==> src/rtl/debounce_sync.sv <==
// Synchroniser plus debouncer: a_clean only flips after the synchronised input has differed for STABLE_CYCLES edges.
// Optional macro DEBOUNCE_GLITCH_CNT_EN instantiates the saturating glitch counter; otherwise glitch_cnt is tied to 0.
module debounce_sync #(
  parameter int SYNC_STAGES   = 2,
  parameter int STABLE_CYCLES = 4,
  parameter bit INIT_LEVEL    = 1'b0,
  parameter int GLITCH_W      = 8
) (
  input  logic                clk,
  input  logic                rst_n,
  input  logic                a_raw,
  output logic                a_clean,
  output logic                stable,
  output logic [GLITCH_W-1:0] glitch_cnt
);

  localparam int CW = $clog2(STABLE_CYCLES + 1);
  localparam logic [CW-1:0] LAST = CW'(STABLE_CYCLES - 1);

  localparam logic [0:0] IDLE  = 1'b0;
  localparam logic [0:0] CHECK = 1'b1;

  logic [SYNC_STAGES-1:0] sync;
  logic                   s;
  logic [0:0]             state, state_d;
  logic [CW-1:0]          count, count_d;
  logic                   clean_d, stable_d;

  // Plain flop chain; nothing may sit between stages.
  always_ff @(posedge clk or negedge rst_n) begin
    if (!rst_n) begin
      sync <= {SYNC_STAGES{INIT_LEVEL}};
    end else begin
      sync <= {sync[SYNC_STAGES-2:0], a_raw};
    end
  end

  assign s = sync[SYNC_STAGES-1];

  always_comb begin
    state_d  = state;
    count_d  = count;
    clean_d  = a_clean;
    stable_d = stable;
    case (state)
      IDLE: begin
        if (s != a_clean) begin
          state_d  = CHECK;
          count_d  = CW'(1);
          stable_d = 1'b0;
        end else begin
          count_d = '0;
        end
      end
      CHECK: begin
        if (s != a_clean) begin
          // The flip lands on the edge where the run length reaches STABLE_CYCLES.
          if (count == LAST) begin
            clean_d  = s;
            count_d  = '0;
            stable_d = 1'b1;
            state_d  = IDLE;
          end else begin
            count_d = count + CW'(1);
          end
        end else begin
          state_d  = IDLE;
          count_d  = '0;
          stable_d = 1'b1;
        end
      end
      default: begin
        state_d  = IDLE;
        count_d  = '0;
        stable_d = 1'b1;
      end
    endcase
  end

  always_ff @(posedge clk or negedge rst_n) begin
    if (!rst_n) begin
      state   <= IDLE;
      count   <= '0;
      a_clean <= INIT_LEVEL;
      stable  <= 1'b1;
    end else begin
      state   <= state_d;
      count   <= count_d;
      a_clean <= clean_d;
      stable  <= stable_d;
    end
  end

`ifdef DEBOUNCE_GLITCH_CNT_EN
  logic                abort;
  logic [GLITCH_W-1:0] glitch_q;

  // A candidate that bounces back before qualifying counts as one glitch.
  assign abort = (state == CHECK) && (s == a_clean);

  always_ff @(posedge clk or negedge rst_n) begin
    if (!rst_n) begin
      glitch_q <= '0;
    end else if (abort && (glitch_q != {GLITCH_W{1'b1}})) begin
      glitch_q <= glitch_q + GLITCH_W'(1);
    end
  end

  assign glitch_cnt = glitch_q;
`else
  assign glitch_cnt = '0;
`endif

endmodule

==> config.mk <==
export PLATFORM = sky130hd
export DESIGN_NAME = debounce_sync
export DESIGN_NICKNAME = d
export VERILOG_FILES = /design/src/rtl/debounce_sync.sv
export SDC_FILE = /design/constraint.sdc
export NUM_CORES = 1
export LEC_CHECK = 0
export ABC_AREA = 1
export BUFFER_PORTS_ARGS = -buffer_cell sky130_fd_sc_hd__buf_2
export CAP_MARGIN = 20
export CORE_AREA = 4 4 41 43
export CTS_BUF_LIST = sky130_fd_sc_hd__clkbuf_8 sky130_fd_sc_hd__clkbuf_16
export DETAILED_ROUTE_END_ITERATION = 10
export DIE_AREA = 0 0 45 47
export SLEW_MARGIN = 20
export SYNTH_ARGS = -nofsm -noshare
export SYNTH_HDL_FRONTEND = slang
export SYNTH_SLANG_ARGS = --single-unit
==> constraint.sdc <==
create_clock -name clk -period 1.05 [get_ports clk]
set_clock_uncertainty 0.05 [all_clocks]
set_input_delay 0 -clock clk [delete_from_list [all_inputs] [get_ports clk]]
set_output_delay 0 -clock clk [all_outputs]
set_load 0.01 [all_outputs]
After elaboration in Yosys (flattened, before gate mapping). Index checks and enable logic that the tools add are counted.

Register bits: 8. Logic and storage cells: 25.

Bitwise gates (word level): 1. Reduce and logical (&&, ||, !) cells: 2. Muxes and demuxes: 12. Add/sub/neg operators: 1. Equality and inequality tests: 4.

Operators by type and width (number): 2-to-1 mux 1 bit (7); 2-to-1 mux 3 bit (2); one-hot mux 3 bit (2 select lines) (1); one-hot mux 1 bit (2 select lines) (2); adder 3 x 1 -> 3 bit (second input constant) (1); == test 3 x 2 -> 1 bit (second input constant) (1); inequality test 3 x 2 -> 1 bit (second input constant) (1); AND reduction 3 bit (1); inequality test 2 bit (second input constant) (1); AND reduction 2 bit (1); inequality test 1 bit (1); inverter 1 bit (1).

Depth between registers and ports, before layout.
Depth after elaboration: 4. Mapped depth: 5. Depth with buffers taken out: 5.

Worst setup path after synthesis. Ideal clock, no wire load.

Path kind: flip-flop to flip-flop. Start: register count[0]. End: register count[1]. Required time: 0.880 ns. Setup time: 0.120 ns. Buffers on the path: 0. Stages on the path, launching flop included: 3. Arrival time: 0.821 ns. Setup slack: 0.059 ns. Clock period less this slack: 0.991 ns. Cell sequence: dfrtp_1 ha_1 and3_2.

Word-level cells in the longest chain between the ends: 4.

RTL lines: start: declaration (line 26) `logic [CW-1:0] count, count_d;`; start signal: assignment (line 88) `count <= count_d;`; adder 3 x 1 -> 3 bit / == test 3 x 2 -> 1 bit (equally long branches) (line 64, 58); 2-to-1 mux 3 bit (*) (line 58) `if (count == LAST) begin`; 2-to-1 mux 3 bit (*) (line 56) `if (s != a_clean) begin`; one-hot mux 3 bit (2 select lines) (*) (line 45) `case (state)`; via count_d[1] (line 26).

Mark *: on every way through the listed nets, which the timed path passes. The rest lies on a longest branch. A chain may end at the register's enable or synchronous reset.

Worst setup path in the final report.
Start: register count[0]. End: register stable.

Word-level cells in the longest chain between the ends: 3.

RTL lines: == test 3 x 2 -> 1 bit (line 58); inequality test 3 x 2 -> 1 bit (no source line); AND reduction 2 bit (no source line); end signal: assignment (line 90) `stable <= stable_d;`; end: declaration (line 13) `output logic stable,`.

No other way between the ends.

==> results.yml <==
run_status:
  status: "finished clean"
sta:
  slew_viol_final: 0
  fin_hold_ws_ns: 0.0917
  max_freq_ghz: 0.963
  setup_ws_ns: 0.0118
  hold_violations: 0
  finalCritPeriodShare_pct: 98.9
  rsz0062_at_grt: "true"
  setup_violations: 0
  period_minus_slack_ns: 1.04
detailed_routing:
  vias: 246
  viasPerCell: 3.84
  wl_per_cell_um: 9.23
  drc: 0
  dr.pass1.iters: 4
  drt-initial-drc-count: 2
  wirelength_um: 591
  ant_nets: 0
global_routing:
  grt_pass1_wl_um: 979
  gr-total-overflow: 0
  track_usage_pct: 6.70
  grt_pass1_vias: 232
  grt_max_degree: 9
  antenna_found_initial: 0
yosys:
  synth_cells: 40
  yosys.area.top_type: "dfrtp_1"
  synth_commonest_cells: "8 x buf_4, 8 x nand2_1, 7 x dfrtp_1"
  synth_area_leaders: "dfrtp_1 45%, buf_4 16%, nand2_1 7.8%, dfstp_2 6.8%, ha_1 3.2%"
  async_flop_share_pct: 100
  yosysUniqueCellTypes: 16
  synth_warnings: 0
  synth_edf_count: 0
  synth_seq_area_share_pct: 52.3
  synth-main-ff-cell: "dfrtp_1"
  synth-seq-cells: 8
  synth.cell_area_um2: 385
  syn_area_per_cell_um2: 9.63
  synth_top_area_share_pct: 45.5
finish:
  antenna_cells: 0
  syn_to_final_growth_pct: 21.1
  postLayoutCoreUtil_pct: 35.9
  final_nets: 54
  drive_gt1_share_pct: 32.7
  nFillCells: 133
  fin_area_um2: 467
floorplanning:
  chipWidth_um: 45
  placeableCoreArea_mm2: 0.00130
  rows: 13
  start_util_pct: 29.6
  ios: 13
  die_area_mm2: 0.00212
  die_h_um: 47
clock_tree:
  cts_tree: "done"
  clockBufferDepth: 2
  cts_setup_buffers: 0
  cts_buffers: 3
  clock-sinks: 8
  cts_root_buffer: "clkbuf_8"
  cts_max_level: 1
  worstSkewPairLatency_ns: 0.23
  path_clk_slew_ns: 0.05
power_and_ir_drop:
  peakVddDrop_uv: 1010
  clockPowerShare_pct: 31.5
  switching_share_pct: 31.5
  p_seq_share_pct: 41.5
  cellInternalPower_uw: 812
  p_sw_uw: 373
  combinationalPowerShare_pct: 27.0
  power_uw: 1190
  p_leak_uw: 0.000239
  power.density_mw_per_mm2: 2540
placement:
  pre_cts_ws_ns: -0.000817
  placed_area_um2: 390
  hpwl_um: 424
  io_buffers: 4
  gp_congestion: 0.702
setup_path:
  cpMaxStageDelayCell: "dfrtp_1"
  arrival_ns: 1.14
  crit_type: "flip-flop to flip-flop"
  cp_slowest_stage_delay_ns: 0.34
  worstPathCellList: "ha_2 > nand2_2 > nor2_4 > nor2_2 > a21oi_2"
  worstPathRequired_ns: 1.15
  start_kind: "flip-flop"
  cp_max_fo: 5
  worstSetupEndpointType: "flip-flop"
min_path:
  holdCritPathClass: "input port to asynchronous set/reset pin"
run:
  max_cap_viol_count: 0
==> repair_timing <==
| item | CTS | global route |
|---|---|---|
| gates resized for setup | 1 | 3 |
| pin swaps | 0 | 3 |
| hold endpoints to repair | 9 | 0 |
| hold buffers | 2 | 0 |
| endpoints found under the setup margin | 1 | 4 |
==> flip-flops by register name, indices dropped and copies added (netlist names) <==
name and flops:
count 3, a_clean 1, stable 1, sync 2, state 1
==> cells by family (layout without fill, tap and decap cells) <==
| group | after synthesis | in the layout | share of synthesized area, % |
|---|---|---|---|
| AOI/OAI and AO/OA | 2 | 2 | 2.59 |
| adders and majority gates | 1 | 1 | 3.25 |
| buffers and inverters | 10 | 12 | 17.5 |
| DFF | 8 | 8 | 52.3 |
| other | 1 | 8 | 0.973 |
| and+or+nand+nor | 18 | 18 | 23.4 |
==> power by group through the flow <==
stage                     clock network (uW)  registers, uW  logic, uW
after detailed placement                   0            494        281
after global routing                     413            508        383
after global placement                     0            493        277
after floorplan                            0            501        206
after CTS                                393            490        300
final                                    373            492        321
==> layer usage <==
| layer | track usage (%) | up-vias | wire length [um] |
|---|---|---|---|
| met5 | 0 | - | 0 |
| met4 | 5.26 | 0 | 0 |
| met1 | 8.67 | 110 | 279 |
| met2 | 8.76 | 10 | 261 |
| met3 | 2.68 | 0 | 50 |
| li1 | - | 126 | - |
==> through the flow <==
stage	instances	setup TNS, ns
3_3_place_gp	58	0
2_1_floorplan	47	0
4_1_cts	64	0
5_1_grt	64	-0.210
6_report	64	0
3_5_place_dp	58	-0.000817
==> critical path: cells and delay by family, from the launching register on <==
family | cells | cell delay [ns]
AND/OR/NAND/NOR | 3 | 0.28
AO/OA/AOI/OAI | 1 | 0.12
flip-flops | 1 | 0.34
adder cells (fa/ha/maj) | 1 | 0.18
==> layout make-up <==
class	instances	area, um^2	share of cell area (%)
clock buffers	3	41.3	8.85
clock inverters	1	3.75	0.804
inverters	2	7.51	1.61
multi-input cells	29	154	33.0
flip-flops and latches	8	201	43.2
well taps	15	18.8	4.02
repair buffers	6	40.0	8.58
==> worst paths after layout <==
path | from | to | slack [ns] | cells after the start
setup / recovery | count[0] | stable | 0.01 | 5
hold / removal | rst_n | sync[0] | 0.09 | 2
setup reg to reg | count[0] | stable | 0.01 | 5
hold reg to reg | sync[0] | sync[1] | 0.29 | 0
max in group asynchronous | rst_n | stable | 0.61 | 2
min in group clk | sync[0] | sync[1] | 0.29 | 0
==> cell usage in the layout (no fill, tap or decap) <==
cell / instances
nand2_2: 1
dfrtp_1: 7
buf_2: 4
dfstp_2: 1
nor2_1: 3
dlygate4sd3_1: 2
inv_1: 2
ha_2: 1
nand3_1: 2
nor2_2: 1
and3_2: 1
clkbuf_8: 3
o21ai_0: 1
nor3b_2: 1
conb_1: 8
a21oi_2: 1
inv_2: 1
nand2_1: 8
nor2_4: 1
No activity file was read; power rests on OpenSTA's default activity.
